$ cat src/rtl/fetch_sequencer_pkg.sv
// Shared TTL16 CPU definitions: word width and the fetch sequencer state encoding.
package cpu_pkg;

    localparam int WORD_W = 16;

    localparam logic [2:0] S_VEC_ENC   = 3'd0;
    localparam logic [2:0] S_REQ_ENC   = 3'd1;
    localparam logic [2:0] S_HOLD_ENC  = 3'd2;
    localparam logic [2:0] S_INC_ENC   = 3'd3;
    localparam logic [2:0] S_BR_ENC    = 3'd4;
    localparam logic [2:0] S_FAULT_ENC = 3'd5;

    typedef enum logic [2:0] {
        S_VEC   = S_VEC_ENC,
        S_REQ   = S_REQ_ENC,
        S_HOLD  = S_HOLD_ENC,
        S_INC   = S_INC_ENC,
        S_BR    = S_BR_ENC,
        S_FAULT = S_FAULT_ENC
    } state_e;

endpackage

$ cat src/rtl/fetch_sequencer_if.sv
// Fetch bus bundle: PC register control, instruction memory read port, IR handoff and redirects.
interface fetch_sequencer_if;
    import cpu_pkg::*;

    logic [WORD_W-1:0] PC_DOUT;
    logic [WORD_W-1:0] PC_DIN;
    logic              PC_W;
    logic              PC_WRITE_FROM_DIN;
    logic              MEM_REQ;
    logic [WORD_W-1:0] MEM_ADDR;
    logic              MEM_ACK;
    logic [WORD_W-1:0] MEM_RDATA;
    logic [WORD_W-1:0] IR;
    logic              IR_VALID;
    logic              IR_READY;
    logic              BR_VALID;
    logic [WORD_W-1:0] BR_TARGET;
    logic              HALT;
    logic              FAULT;

    modport master (
        input  PC_DOUT, MEM_ACK, MEM_RDATA, IR_READY, BR_VALID, BR_TARGET, HALT,
        output PC_DIN, PC_W, PC_WRITE_FROM_DIN, MEM_REQ, MEM_ADDR, IR, IR_VALID, FAULT
    );

    modport slave (
        output PC_DOUT, MEM_ACK, MEM_RDATA, IR_READY, BR_VALID, BR_TARGET, HALT,
        input  PC_DIN, PC_W, PC_WRITE_FROM_DIN, MEM_REQ, MEM_ADDR, IR, IR_VALID, FAULT
    );

endinterface

$ cat src/rtl/fetch_sequencer_timeout_ctr.sv
// Counts request cycles without MEM_ACK and flags expiry on the last allowed cycle.
module fetch_timeout_ctr #(
    parameter int TIMEOUT_CYCLES = 15
) (
    input  logic clk,
    input  logic rst_n,
    input  logic mem_req,
    input  logic mem_ack,
    output logic expired
);

    localparam int CW = $clog2(TIMEOUT_CYCLES + 1);

    logic [CW-1:0] cnt_q;
    logic [CW-1:0] cnt_d;

    // The request always drops between transactions, so idle cycles restart the count.
    always_comb begin
        cnt_d = cnt_q;
        if (!mem_req) begin
            cnt_d = '0;
        end else if (!mem_ack) begin
            cnt_d = cnt_q + CW'(1);
        end
    end

    always_ff @(posedge clk or negedge rst_n) begin
        if (!rst_n) begin
            cnt_q <= '0;
        end else begin
            cnt_q <= cnt_d;
        end
    end

    assign expired = mem_req && !mem_ack && (cnt_q == CW'(TIMEOUT_CYCLES - 1));

endmodule

$ cat src/rtl/fetch_sequencer.sv
// TTL16 fetch sequencer: drives the external PC register and fetches into IR.
// Optional MEM_ACK watchdog is built when FETCH_TIMEOUT_EN is defined.
module fetch_sequencer
    import cpu_pkg::*;
#(
    parameter logic [WORD_W-1:0] RESET_VECTOR   = 16'h0000,
    parameter int                TIMEOUT_CYCLES = 15
) (
    input  logic              CLK,
    input  logic              nRST,
    fetch_sequencer_if.master bus,
    output state_e            dbg_state
);

    // Handshakes: MEM_REQ stays high until the cycle MEM_ACK is sampled high; IR transfers
    // in the cycle IR_VALID && IR_READY are both high; BR_VALID is a one-cycle pulse.

    state_e            state_q,    state_d;
    logic              pc_w_q,     pc_w_d;
    logic              pc_sel_q,   pc_sel_d;
    logic [WORD_W-1:0] pc_din_q,   pc_din_d;
    logic              mem_req_q,  mem_req_d;
    logic [WORD_W-1:0] ir_q,       ir_d;
    logic              ir_valid_q, ir_valid_d;
    logic              br_pend_q,  br_pend_d;
    logic [WORD_W-1:0] br_tgt_q,   br_tgt_d;
    logic              fault_q,    fault_d;
    logic              br_take;
    logic              timeout_hit;

`ifdef FETCH_TIMEOUT_EN
    fetch_timeout_ctr #(
        .TIMEOUT_CYCLES (TIMEOUT_CYCLES)
    ) u_timeout (
        .clk     (CLK),
        .rst_n   (nRST),
        .mem_req (mem_req_q),
        .mem_ack (bus.MEM_ACK),
        .expired (timeout_hit)
    );
`else
    assign timeout_hit = 1'b0;
`endif

    assign br_take = bus.BR_VALID && (state_q != S_VEC) && (state_q != S_FAULT);

    always_comb begin
        state_d    = state_q;
        pc_w_d     = 1'b0;
        pc_sel_d   = pc_sel_q;
        pc_din_d   = pc_din_q;
        mem_req_d  = mem_req_q;
        ir_d       = ir_q;
        ir_valid_d = ir_valid_q;
        br_pend_d  = br_pend_q;
        br_tgt_d   = br_tgt_q;
        fault_d    = fault_q;

        // A later redirect simply replaces the pending target.
        if (br_take) begin
            br_pend_d = 1'b1;
            br_tgt_d  = bus.BR_TARGET;
        end

        case (state_q)
            S_VEC: begin
                pc_w_d   = 1'b1;
                pc_sel_d = 1'b1;
                pc_din_d = RESET_VECTOR;
                state_d  = S_REQ;
            end
            S_REQ: begin
                if (mem_req_q) begin
                    if (bus.MEM_ACK) begin
                        mem_req_d = 1'b0;
                        if (br_pend_q || br_take) begin
                            state_d = S_BR;
                        end else begin
                            ir_d       = bus.MEM_RDATA;
                            ir_valid_d = 1'b1;
                            state_d    = S_HOLD;
                        end
                    end else if (timeout_hit) begin
                        mem_req_d = 1'b0;
                        fault_d   = 1'b1;
                        state_d   = S_FAULT;
                    end
                end else if (br_pend_q || br_take) begin
                    state_d = S_BR;
                end else if (!bus.HALT) begin
                    mem_req_d = 1'b1;
                end
            end
            S_HOLD: begin
                // Branch beats accept: the squashed IR never advances the PC.
                if (br_take) begin
                    ir_valid_d = 1'b0;
                    state_d    = S_BR;
                end else if (bus.IR_READY) begin
                    ir_valid_d = 1'b0;
                    state_d    = S_INC;
                end
            end
            S_INC: begin
                pc_w_d   = 1'b1;
                pc_sel_d = 1'b0;
                state_d  = S_REQ;
            end
            S_BR: begin
                pc_w_d    = 1'b1;
                pc_sel_d  = 1'b1;
                pc_din_d  = bus.BR_VALID ? bus.BR_TARGET : br_tgt_q;
                br_pend_d = 1'b0;
                state_d   = S_REQ;
            end
            S_FAULT: begin
                mem_req_d = 1'b0;
            end
            default: begin
                state_d = S_VEC;
            end
        endcase
    end

    always_ff @(posedge CLK or negedge nRST) begin
        if (!nRST) begin
            state_q    <= S_VEC;
            pc_w_q     <= 1'b0;
            pc_sel_q   <= 1'b0;
            pc_din_q   <= '0;
            mem_req_q  <= 1'b0;
            ir_q       <= '0;
            ir_valid_q <= 1'b0;
            br_pend_q  <= 1'b0;
            br_tgt_q   <= '0;
            fault_q    <= 1'b0;
        end else begin
            state_q    <= state_d;
            pc_w_q     <= pc_w_d;
            pc_sel_q   <= pc_sel_d;
            pc_din_q   <= pc_din_d;
            mem_req_q  <= mem_req_d;
            ir_q       <= ir_d;
            ir_valid_q <= ir_valid_d;
            br_pend_q  <= br_pend_d;
            br_tgt_q   <= br_tgt_d;
            fault_q    <= fault_d;
        end
    end

    assign bus.PC_W              = pc_w_q;
    assign bus.PC_WRITE_FROM_DIN = pc_sel_q;
    assign bus.PC_DIN            = pc_din_q;
    assign bus.MEM_REQ           = mem_req_q;
    assign bus.MEM_ADDR          = mem_req_q ? bus.PC_DOUT : '0;
    assign bus.IR                = ir_q;
    assign bus.IR_VALID          = ir_valid_q;
    assign bus.FAULT             = fault_q;
    assign dbg_state             = state_q;

endmodule

$ cat src/flat_wrapper.sv
// flat-port wrapper written by rule: the top's interface ports become plain ports
module fetch_sequencer_flat import cpu_pkg::*;
#(
    parameter logic [WORD_W-1:0] RESET_VECTOR   = 16'h0000,
    parameter int                TIMEOUT_CYCLES = 15
)
  (CLK, nRST, dbg_state, bus_PC_DOUT, bus_MEM_ACK, bus_MEM_RDATA, bus_IR_READY, bus_BR_VALID, bus_BR_TARGET, bus_HALT, bus_PC_DIN, bus_PC_W, bus_PC_WRITE_FROM_DIN, bus_MEM_REQ, bus_MEM_ADDR, bus_IR, bus_IR_VALID, bus_FAULT);
  fetch_sequencer_if bus_i ();
  input  logic CLK;
  input  logic nRST;
  output state_e dbg_state;
  input wire logic [$bits(bus_i.PC_DOUT)-1:0] bus_PC_DOUT;
  input wire logic [$bits(bus_i.MEM_ACK)-1:0] bus_MEM_ACK;
  input wire logic [$bits(bus_i.MEM_RDATA)-1:0] bus_MEM_RDATA;
  input wire logic [$bits(bus_i.IR_READY)-1:0] bus_IR_READY;
  input wire logic [$bits(bus_i.BR_VALID)-1:0] bus_BR_VALID;
  input wire logic [$bits(bus_i.BR_TARGET)-1:0] bus_BR_TARGET;
  input wire logic [$bits(bus_i.HALT)-1:0] bus_HALT;
  output wire logic [$bits(bus_i.PC_DIN)-1:0] bus_PC_DIN;
  output wire logic [$bits(bus_i.PC_W)-1:0] bus_PC_W;
  output wire logic [$bits(bus_i.PC_WRITE_FROM_DIN)-1:0] bus_PC_WRITE_FROM_DIN;
  output wire logic [$bits(bus_i.MEM_REQ)-1:0] bus_MEM_REQ;
  output wire logic [$bits(bus_i.MEM_ADDR)-1:0] bus_MEM_ADDR;
  output wire logic [$bits(bus_i.IR)-1:0] bus_IR;
  output wire logic [$bits(bus_i.IR_VALID)-1:0] bus_IR_VALID;
  output wire logic [$bits(bus_i.FAULT)-1:0] bus_FAULT;
  assign bus_i.PC_DOUT = bus_PC_DOUT;
  assign bus_i.MEM_ACK = bus_MEM_ACK;
  assign bus_i.MEM_RDATA = bus_MEM_RDATA;
  assign bus_i.IR_READY = bus_IR_READY;
  assign bus_i.BR_VALID = bus_BR_VALID;
  assign bus_i.BR_TARGET = bus_BR_TARGET;
  assign bus_i.HALT = bus_HALT;
  assign bus_PC_DIN = bus_i.PC_DIN;
  assign bus_PC_W = bus_i.PC_W;
  assign bus_PC_WRITE_FROM_DIN = bus_i.PC_WRITE_FROM_DIN;
  assign bus_MEM_REQ = bus_i.MEM_REQ;
  assign bus_MEM_ADDR = bus_i.MEM_ADDR;
  assign bus_IR = bus_i.IR;
  assign bus_IR_VALID = bus_i.IR_VALID;
  assign bus_FAULT = bus_i.FAULT;
  fetch_sequencer #(.RESET_VECTOR(RESET_VECTOR), .TIMEOUT_CYCLES(TIMEOUT_CYCLES)) u_core (.CLK(CLK), .nRST(nRST), .bus(bus_i), .dbg_state(dbg_state));
endmodule
$ cat config.mk
export PLATFORM = sky130hd
export DESIGN_NAME = fetch_sequencer_flat
export DESIGN_NICKNAME = d
export VERILOG_FILES = /design/src/rtl/fetch_sequencer_pkg.sv /design/src/rtl/fetch_sequencer_if.sv /design/src/rtl/fetch_sequencer_timeout_ctr.sv /design/src/rtl/fetch_sequencer.sv /design/src/flat_wrapper.sv
export SDC_FILE = /design/constraint.sdc
export NUM_CORES = 1
export LEC_CHECK = 0
export ABC_AREA = 1
export CAP_MARGIN = 20
export CORE_MARGIN = 2
export CORE_UTILIZATION = 43
export CTS_CLUSTER_DIAMETER = 120
export DETAILED_ROUTE_END_ITERATION = 12
export GPL_ROUTABILITY_DRIVEN = 0
export PLACE_DENSITY = 0.81
export SYNTH_ARGS = -nofsm -noshare
export SYNTH_HDL_FRONTEND = slang
export SYNTH_SLANG_ARGS = --single-unit
$ cat constraint.sdc
create_clock -name CLK -period 2.4 [get_ports CLK]
set_clock_uncertainty 0.15 [all_clocks]
set_input_delay 0.36 -clock CLK [delete_from_list [all_inputs] [get_ports CLK]]
set_output_delay 0.36 -clock CLK [all_outputs]
set_load 0.1 [all_outputs]
==> qor.yml <==
global_routing:
  antenna_found_initial: 0
  grt_pass1_vias: 2278
  grt_pass1_wl_mm: 10.1
  grt-ovfl-total: 0
  grt_max_degree: 36
  grt.total_usage_pct: 19.4
worst_setup_path:
  slowest_stage: "dfrtp_1"
  end_kind: "flop"
  path_cells: "nor2_2, nand2_1, nand3_4, nand2_2, nor3_4, nand2_1, nand2_1"
  crit_top_cell: "nand2_1"
  rrSetupSlack_ns: 0.46
  critPathKind: "flop to flop"
  r2r-start: "u_core.dbg_state[1]"
  critPathMaxStageDelay_ns: 0.51
  critPathLaunch: "u_core.dbg_state[1]"
  cp.arrival_ns: 2.04
  critPathTopFamily: "simple AND/OR/NAND/NOR gates"
  path_buf_inv: 0
  cp-start-kind: "flop"
  path_max_fanout: 16
  cp.required_ns: 2.50
cts:
  cts_hold_buf: 1
  cts_buffer_depth: 2
  clk_pin_slew_worst_paths_ns: 0.10
  cts_setup_buffers: 0
  clockRootBuffer: "clkbuf_8"
  cts_made_buffers: 5
  cts_tree: "built"
  cts_sinks: 56
  cts-resized-gates: 0
  clk_latency_ns: 0.31
  htree_levels: 2
sta:
  grt_setup_unrepaired: "false"
  fmax_ghz: 0.514
  maxSlewHeadroom_pct: 59.2
  fin_tns_setup_ns: 0
  fin_crit_sh_pct: 81.0
  layout_min_cycle_time_ns: 1.94
  finalSetupViolations: 0
  hold_viol: 0
  maxSlewViolCount: 0
  tightest_slew_ns: 0.610
cells_and_area:
  diodes: 0
  fin_nets: 495
  area_growth_pct: 52.0
  post-route-util_pct: 67.2
  final_common_cell: "nand2_1"
  drive_above_1_share_pct: 21.3
  final_cell_mix: "nand2_1 (153), dfrtp_1 (55), clkdlybuf4s50_1 (52), buf_4 (44), inv_1 (31)"
floorplan:
  die_area_mm2: 0.00673
  rows: 28
  fp.coreArea_mm2: 0.00592
  die_y_um: 82.1
  pin_count: 110
  die_width_um: 82.1
  initial_utilization_pct: 44.3
placed_design:
  dp_hpwl_mm: 4.83
  numPortBuffers: 108
routing:
  via_per_inst: 4.71
  wirelength_mm: 6.38
  drt-initial-drc-count: 116
  routedWlPerCell_um: 12.3
  first_pass_iters: 4
  vias: 2434
  drc_errors: 0
  postRouteAntennaNets: 0
logic_synthesis:
  synth_nets: 388
  syn_avg_cell_area_um2: 7.84
  ys_seq_elements: 56
  ys_warn_count: 0
  ys_types: 23
  synthCells: 334
  netlist_area_mm2: 0.00262
  yosysSeqAreaShare_pct: 53.5
run_status:
  outcome: "finished, final reports clean"
run:
  cap_violations: 0
min_path:
  hp-class: "flop to flop"
  hp-start: "u_core.bus.PC_DIN[3]"
==> final cells by class <==
type / count / area, um2
Clock inverter: 2 / 38.8
Multi-Input combinational cell: 218 / 977
Fill cell: 486 / 1940
Inverter: 46 / 210
Clock buffer: 6 / 72.6
Sequential cell: 56 / 1400
Timing Repair Buffer: 114 / 1190
Tap cell: 75 / 93.8
==> per-stage QoR <==
step / hold WS (ns) / setup slack, ns / area [um2] / instances
after global routing: 0.363 / 0.289 / 3980 / 517
after floorplan: -0.0856 / 0.124 / 2660 / 334
after global placement: 0.254 / 0.494 / 3860 / 508
final: 0.339 / 0.455 / 3980 / 517
after detailed placement: 0.259 / 0.376 / 3860 / 508
after CTS: 0.342 / 0.470 / 3980 / 517
==> flip-flops by register name, summed over array words and instances (netlist names) <==
signal and flops:
u_core.br_pend_q 1, u_core.br_tgt_q 16, u_core.bus.IR 16, u_core.bus.IR_VALID 1, u_core.bus.MEM_REQ 1, u_core.bus.PC_DIN 16
u_core.bus.PC_W 1, u_core.bus.PC_WRITE_FROM_DIN 1, u_core.dbg_state 3
==> routing by layer <==
metal	vias to the layer above	global-route usage (%)	part of all wire, %
li1	1230	-	-
met1	1113	25.0	42
met2	83	32.9	51
met3	8	3.08	5.8
met4	0	7.17	1.4
met5	-	0	0
==> Yosys cell counts, drive strengths merged <==
library cell / number / share of area [%]
a21oi: 1 / 0.19
buf: 5 / 1.3
clkbuf: 9 / 1.3
conb: 1 / 0.14
dfrtp: 56 / 53
inv: 46 / 6.6
nand2: 155 / 22
nand3: 8 / 2.4
nand4: 2 / 0.48
nor2: 16 / 3.1
nor3: 2 / 0.81
o211ai: 16 / 4.6
o21ai: 17 / 3.2
==> kinds of logic after synthesis <==
kind of cell    count (synthesis)  share of synthesized area (%)
simple gates                  183                           29.1
buf+inv                        60                           9.22
flops                          56                           53.5
compound gates                 34                           8.02
other cells                     1                          0.143
==> worst min-delay path: stages (launching register included) <==
cell and delay [ns]:
dfrtp_1 0.36, nand2_1 0.05, nand2_1 0.05
==> path summary, 6_finish.rpt <==
path / to / cells after the start
min reg2reg: u_core.bus.PC_DIN[3] / 2
max: u_core.bus.IR[14] / 7
max reg2reg: u_core.bus.IR[14] / 7
min: u_core.bus.PC_DIN[3] / 2
min in group asynchronous: u_core.bus.PC_DIN[7] / 2
max in group asynchronous: u_core.bus.MEM_REQ / 3
Power is not shown: default switching activity piles up to over one toggle a cycle in this logic, so the estimate is an artifact.
